$ cat config.mk
export PLATFORM = sky130hd
export DESIGN_NAME = bcd_add_seq
export DESIGN_NICKNAME = d
export VERILOG_FILES = /design/src/rtl/bcd_pkg.sv /design/src/rtl/bcd_word_add.sv /design/src/rtl/bcd_add_seq.sv
export SDC_FILE = /design/constraint.sdc
export NUM_CORES = 1
export LEC_CHECK = 0
export CAP_MARGIN = 40
export CORE_MARGIN = 5
export CORE_UTILIZATION = 40
export CTS_CLUSTER_SIZE = 30
export DETAILED_ROUTE_END_ITERATION = 6
export PLACE_DENSITY_LB_ADDON = 0.12
export SKIP_LAST_GASP = 1
export SLEW_MARGIN = 20
export SYNTH_ARGS = -nofsm -noshare
export SYNTH_HDL_FRONTEND = slang
export SYNTH_SLANG_ARGS = --single-unit
$ cat constraint.sdc
create_clock -name clk -period 19.25 [get_ports clk]
set_clock_uncertainty 0.2 [all_clocks]
set_input_delay 2.8875 -clock clk [delete_from_list [all_inputs] [get_ports clk]]
set_output_delay 2.8875 -clock clk [all_outputs]
set_load 0.03 [all_outputs]
$ cat src/rtl/bcd_pkg.sv
// ============================================================================
//  Module      : bcd_pkg
//  Description : Shared constants, FSM state type and digit helpers for the
//                sequential multi-word BCD adder.
//  Revision    : 1.0 - initial release
// ============================================================================
`default_nettype none

package bcd_pkg;

   localparam int C_DIGIT_W  = 4;                     // bits per BCD digit
   localparam int C_WORD_W   = 16;                    // bits per operand word
   localparam int C_NDIGITS  = C_WORD_W / C_DIGIT_W;  // digits per word
   localparam int C_BCD_CORR = 6;                     // decimal adjust value
   localparam int C_BCD_MAX  = 9;                     // largest legal digit

   // IDLE: next accepted word starts an operation; RUN: mid-operation
   typedef enum logic [0:0] {
      IDLE = 1'b0,
      RUN  = 1'b1
   } state_t;

   // Nine's complement of one digit (wraps for illegal digits, err flags those)
   function automatic logic [C_DIGIT_W-1:0] nines_comp(input logic [C_DIGIT_W-1:0] d);
      return C_DIGIT_W'(C_BCD_MAX) - d;
   endfunction

   // True when any nibble of the word is outside 0..9
   function automatic logic has_bad_digit(input logic [C_WORD_W-1:0] w);
      logic bad;
      bad = 1'b0;
      for (int i = 0; i < C_NDIGITS; i++) begin
         if (w[i*C_DIGIT_W +: C_DIGIT_W] > C_DIGIT_W'(C_BCD_MAX)) bad = 1'b1;
      end
      return bad;
   endfunction

endpackage

`default_nettype wire

$ cat src/rtl/bcd_word_add.sv
// ============================================================================
//  Module      : bcd_word_add
//  Description : Combinational 4-digit packed BCD adder with decimal
//                carry-in and carry-out (digit ripple).
//  Revision    : 1.0 - initial release
// ============================================================================
`default_nettype none

module bcd_word_add
   import bcd_pkg::*;
(
   input  logic [C_WORD_W-1:0] a,
   input  logic [C_WORD_W-1:0] b,
   input  logic                ci,
   output logic [C_WORD_W-1:0] s,
   output logic                co
);

   logic [C_NDIGITS:0] w_c;

   assign w_c[0] = ci;
   assign co     = w_c[C_NDIGITS];

   // One decimal digit per slice: binary add, then +6 and carry when above 9
   for (genvar gi = 0; gi < C_NDIGITS; gi++) begin : g_digit
      logic [C_DIGIT_W:0] w_t;
      logic [C_DIGIT_W:0] w_adj;
      logic               w_gt9;

      assign w_t   = {1'b0, a[gi*C_DIGIT_W +: C_DIGIT_W]}
                   + {1'b0, b[gi*C_DIGIT_W +: C_DIGIT_W]}
                   + {{C_DIGIT_W{1'b0}}, w_c[gi]};
      assign w_gt9 = (w_t > (C_DIGIT_W+1)'(C_BCD_MAX));
      assign w_adj = w_t + (C_DIGIT_W+1)'(C_BCD_CORR);
      assign s[gi*C_DIGIT_W +: C_DIGIT_W] = w_gt9 ? w_adj[C_DIGIT_W-1:0]
                                                  : w_t[C_DIGIT_W-1:0];
      assign w_c[gi+1] = w_gt9;
   end

endmodule

`default_nettype wire

$ cat src/rtl/bcd_add_seq.sv
// ============================================================================
//  Module      : bcd_add_seq
//  Description : Sequential multi-word packed-BCD adder. Operands arrive one
//                16-bit word per handshake, LS word first; one result word is
//                produced per accepted word with a one-deep output register.
//                Optional macro BCD_ADD_SEQ_SUB_EN adds port op_sub
//                (nine's-complement subtraction).
//  Revision    : 1.0 - initial release
// ============================================================================
`default_nettype none

module bcd_add_seq
   import bcd_pkg::*;
#(
   parameter int NWORDS = 4
)(
   input  logic                clk,
   input  logic                rst,
   input  logic                in_valid,
   output logic                in_ready,
   input  logic [C_WORD_W-1:0] a,
   input  logic [C_WORD_W-1:0] b,
   input  logic                cin,
   input  logic                in_last,
`ifdef BCD_ADD_SEQ_SUB_EN
   input  logic                op_sub,
`endif
   output logic                out_valid,
   input  logic                out_ready,
   output logic [C_WORD_W-1:0] sum,
   output logic                out_last,
   output logic                cout,
   output logic                err
);

   localparam int CW = $clog2(NWORDS);

   state_t                r_state;
   state_t                w_state_nxt;
   logic [CW-1:0]         r_cnt;
   logic                  r_carry;
   logic                  r_err_acc;
   logic                  w_accept;
   logic                  w_first;
   logic                  w_last;
   logic                  w_ci;
   logic                  w_err_word;
   logic [C_WORD_W-1:0]   w_b_eff;
   logic [C_WORD_W-1:0]   w_s;
   logic                  w_co;

   assign in_ready   = !out_valid || out_ready;
   assign w_accept   = in_valid && in_ready;
   assign w_first    = (r_state == IDLE);
   assign w_last     = in_last || (r_cnt == CW'(NWORDS-1));
   assign w_err_word = has_bad_digit(a) || has_bad_digit(b) || (!w_first && r_err_acc);

`ifdef BCD_ADD_SEQ_SUB_EN
   logic r_sub;
   logic w_sub;

   assign w_sub = w_first ? op_sub : r_sub;
   assign w_ci  = w_first ? (op_sub ? 1'b1 : cin) : r_carry;

   // Subtrahend digits become their nine's complement when subtracting
   for (genvar gi = 0; gi < C_NDIGITS; gi++) begin : g_ninecomp
      assign w_b_eff[gi*C_DIGIT_W +: C_DIGIT_W] =
         w_sub ? nines_comp(b[gi*C_DIGIT_W +: C_DIGIT_W])
               : b[gi*C_DIGIT_W +: C_DIGIT_W];
   end

   // Latch the operation type on the first word and hold it for the rest
   always_ff @(posedge clk or posedge rst) begin
      if (rst)                      r_sub <= 1'b0;
      else if (w_accept && w_first) r_sub <= op_sub;
   end
`else
   assign w_ci    = w_first ? cin : r_carry;
   assign w_b_eff = b;
`endif

   bcd_word_add u_word_add (
      .a  (a),
      .b  (w_b_eff),
      .ci (w_ci),
      .s  (w_s),
      .co (w_co)
   );

   // FSM state register
   always_ff @(posedge clk or posedge rst) begin
      if (rst) r_state <= IDLE;
      else     r_state <= w_state_nxt;
   end

   // FSM next state: any last word ends the operation, otherwise stay in RUN
   always_comb begin
      w_state_nxt = r_state;
      if (w_accept) w_state_nxt = w_last ? IDLE : RUN;
   end

   // Word counter, inter-word carry/err and the one-deep output register
   always_ff @(posedge clk or posedge rst) begin
      if (rst) begin
         r_cnt     <= '0;
         r_carry   <= 1'b0;
         r_err_acc <= 1'b0;
         out_valid <= 1'b0;
         sum       <= '0;
         out_last  <= 1'b0;
         cout      <= 1'b0;
         err       <= 1'b0;
      end else if (w_accept) begin
         r_cnt     <= w_last ? '0 : r_cnt + CW'(1);
         r_carry   <= w_co;
         r_err_acc <= w_err_word;
         out_valid <= 1'b1;
         sum       <= w_s;
         out_last  <= w_last;
         cout      <= w_last && w_co;
         err       <= w_last && w_err_word;
      end else if (out_ready) begin
         out_valid <= 1'b0;
      end
   end

endmodule

`default_nettype wire

==> run metrics <==
CTS buffer count=3; CP Capture Type=flop; CP arrival=10.99 ns; CP peak stage delay=0.56 ns; unrepaired setup endpoints after global routing=false; # clock sinks=25; Register-to-Register Path Depth=33; gpl congestion=0.7416; maximum buffer depth of the clock tree=2; max cap viols=0; CP Launch Type=input pin; Skew-Pair Late Insertion Delay=0.26 ns; Clock transition at path regs=~0.080 ns; Cell variety after synth=44; # diodes=0; pre-CTS setup slack=7.890 ns; Ys Warns=0; post-route ant nets=0; Post-synth EDFFs=0; FMAX=0.09054 GHz; status=finished, final reports clean; first-pass GRT wire length=7617 µm; Setup WS post-layout=8.205 ns; Hold Path End=sum[0]; RR Startpoint=r_state; vias in the first global route=1737; largest cells by area after synthesis=dfrtp_1 (32%), ha_1 (13%), fa_1 (8.1%); Seq/Total Area, Yosys=0.3167; initial antenna violation count=0; IO Port Bufs=58; max-slew violations=0; drt wl/cell=13.06 µm; Root Buffer=clkbuf_8; initial DRC count=78; reg-to-reg slack, setup=10.76 ns; placed cell count=339; Post-Syn Nets=283; power per cell area=between 90 and 100 nW/µm²; Top FF cell, synth=dfrtp_1; fin cells=between 300 and 400; Final min period=11.05 ns; CP max FO=5; maximum vdd drop=between 0.00003 and 0.00004 V; drt first pass iters=4; Post-CTS Setup Inserts=0; fraction of registers with async set/reset=1.000; hold_sp=sum[0]; Starting Density=0.4155; Die Area=about 6400 µm²; fin util=0.5655; period utilization=0.5738; Tot GR Track Use=0.1457; Hold Buf Count CTS=0; post-DP HPWL=3865 µm; Least-Margin Pin Slew=0.6350 ns; largest net degree at the start of global routing=40; nets@finish=343; depth of the worst hold-timing path=2; Lkg Pwr=1.202 nW; CTS tree=done; Final Hold Vio Count=0; flops & latches, synth=25; Crit Path Class=input pin to flop; Mapped Area=1976 µm²; max_slew headroom=0.5658; share of cells above drive strength 1=0.02899; vias per inst=5.137; die height=80.28 µm; Post-route DRC=0; Worst R2R End=sum[14]; WL final=approximately 4500 µm; core area=approximately 4800 µm²; slowest cell on the critical path=or4b_1; I/O pins=59; via count=1762; HP Class=flop to flop; Site Rows=25; H-tree levels=1; Worst path most repeated cell=fa_1; final setup violation count=0; required time worst endpoint=19.19 ns; Area Overhead vs Synth=36.10%; die width=80.28 µm; share of the synthesized area in the top cell type=0.3167; setup_tns=0 ns; global route overflow=0; syn_area_per_cell=9.104 µm²; post-CTS resize count=0; cells after synthesis=217; cell taking the most area after synthesis=dfrtp_1
## registers in the layout (all words and copies together), names as in the netlist
name	count
err	1
r_err_acc	1
out_valid	1
sum	16
r_cnt	2
r_state	1
cout	1
r_carry	1
out_last	1
## synth_stat cells (3+ instances only)
cell type,count
nand3_1,7
xnor2_1,6
ha_1,20
o21ai_1,7
a21o_1,6
and3_1,4
clkbuf_1,5
nand2b_1,4
o21a_1,3
a31oi_1,3
o21ai_0,13
dfrtp_1,25
nor2_1,10
inv_1,17
fa_1,8
nand2_1,27
a21oi_1,10
## kinds of logic (layout without fill, tap and decap cells)
logic type      after synthesis  count (layout)  share of synthesized area
mux                           2               2                    0.01077
xor+xnor                      7               7                    0.03103
compound gates               65              65                     0.2236
fa+ha+maj                    28              28                     0.2077
flops                        25              25                     0.3167
buf+inv                      23              82                    0.04370
simple gates                 67              67                     0.1666
## report_power, final
group | leakage, nW | switching [mW] | internal [mW]
Sequential | 0.302 | 0.00828 | 0.0682
Combinational | 0.878 | 0.0808 | 0.0650
Clock | 0.0228 | 0.0155 | 0.0148
Total | 1.20 | 0.105 | 0.148
## cell usage in the layout, fill, tap and decap left out, types with 4 or more instances in the layout
| cell type | count |
|---|---|
| a21o_1 | 6 |
| a21oi_1 | 10 |
| and3_1 | 4 |
| clkdlybuf4s50_1 | 58 |
| dfrtp_1 | 25 |
| fa_1 | 8 |
| ha_1 | 20 |
| inv_1 | 17 |
| nand2_1 | 27 |
| nand2b_1 | 4 |
| nand3_1 | 7 |
| nor2_1 | 10 |
| o21ai_0 | 13 |
| o21ai_1 | 7 |
| xnor2_1 | 6 |
## final cells by class
cell class	count	area, µm²
clock buffers	4	45.04
flip-flops and latches	25	625.6
repair buffers	60	603.1
inverters	18	67.56
multi-input cells	169	1264
well taps	67	83.83
fillers	467	2066
## worst max-delay path: cells and delay by family
family,cells,cell delay (ns)
adder cells (fa/ha/maj),12,3.65
AO/OA/AOI/OAI,8,1.76
buffers and inverters,7,0.96
XOR/XNOR,3,0.75
AND/OR/NAND/NOR,3,0.67
multiplexers,1,0.28
## metrics by stage
| step | hold WS (ns) | cell area (µm²) | total power, mW |
|---|---|---|---|
| 2_1_floorplan | 0.2428 | 1976 | 0.1702 |
| 4_1_cts | 0.2827 | 2689 | 0.2564 |
| 5_1_grt | 0.3140 | 2689 | 0.2731 |
| 6_report | 0.2765 | 2689 | 0.2525 |
| 3_3_place_gp | 0.2574 | 2629 | 0.2218 |
| 3_5_place_dp | 0.2621 | 2644 | 0.2250 |
## metal layers
metal | track usage | up-vias | wire, µm
met4 | 0.01520 | 0 | 19
met2 | 0.2599 | 34 | 2238
met3 | 0.02803 | 2 | 229
li1 | - | 891 | -
met5 | 0 | - | 0
met1 | 0.1876 | 835 | 1993
## worst max-delay path by stage
stage | start | end | cells past startpoint
final | cin | sum[14] | 34
after global routing | cin | sum[14] | 33
after CTS | cin | sum[14] | 34
after detailed placement | cin | sum[14] | 34
after global placement | cin | sum[14] | 34
after floorplan | cin | sum[14] | 33
(Power assumes the default switching activity.)
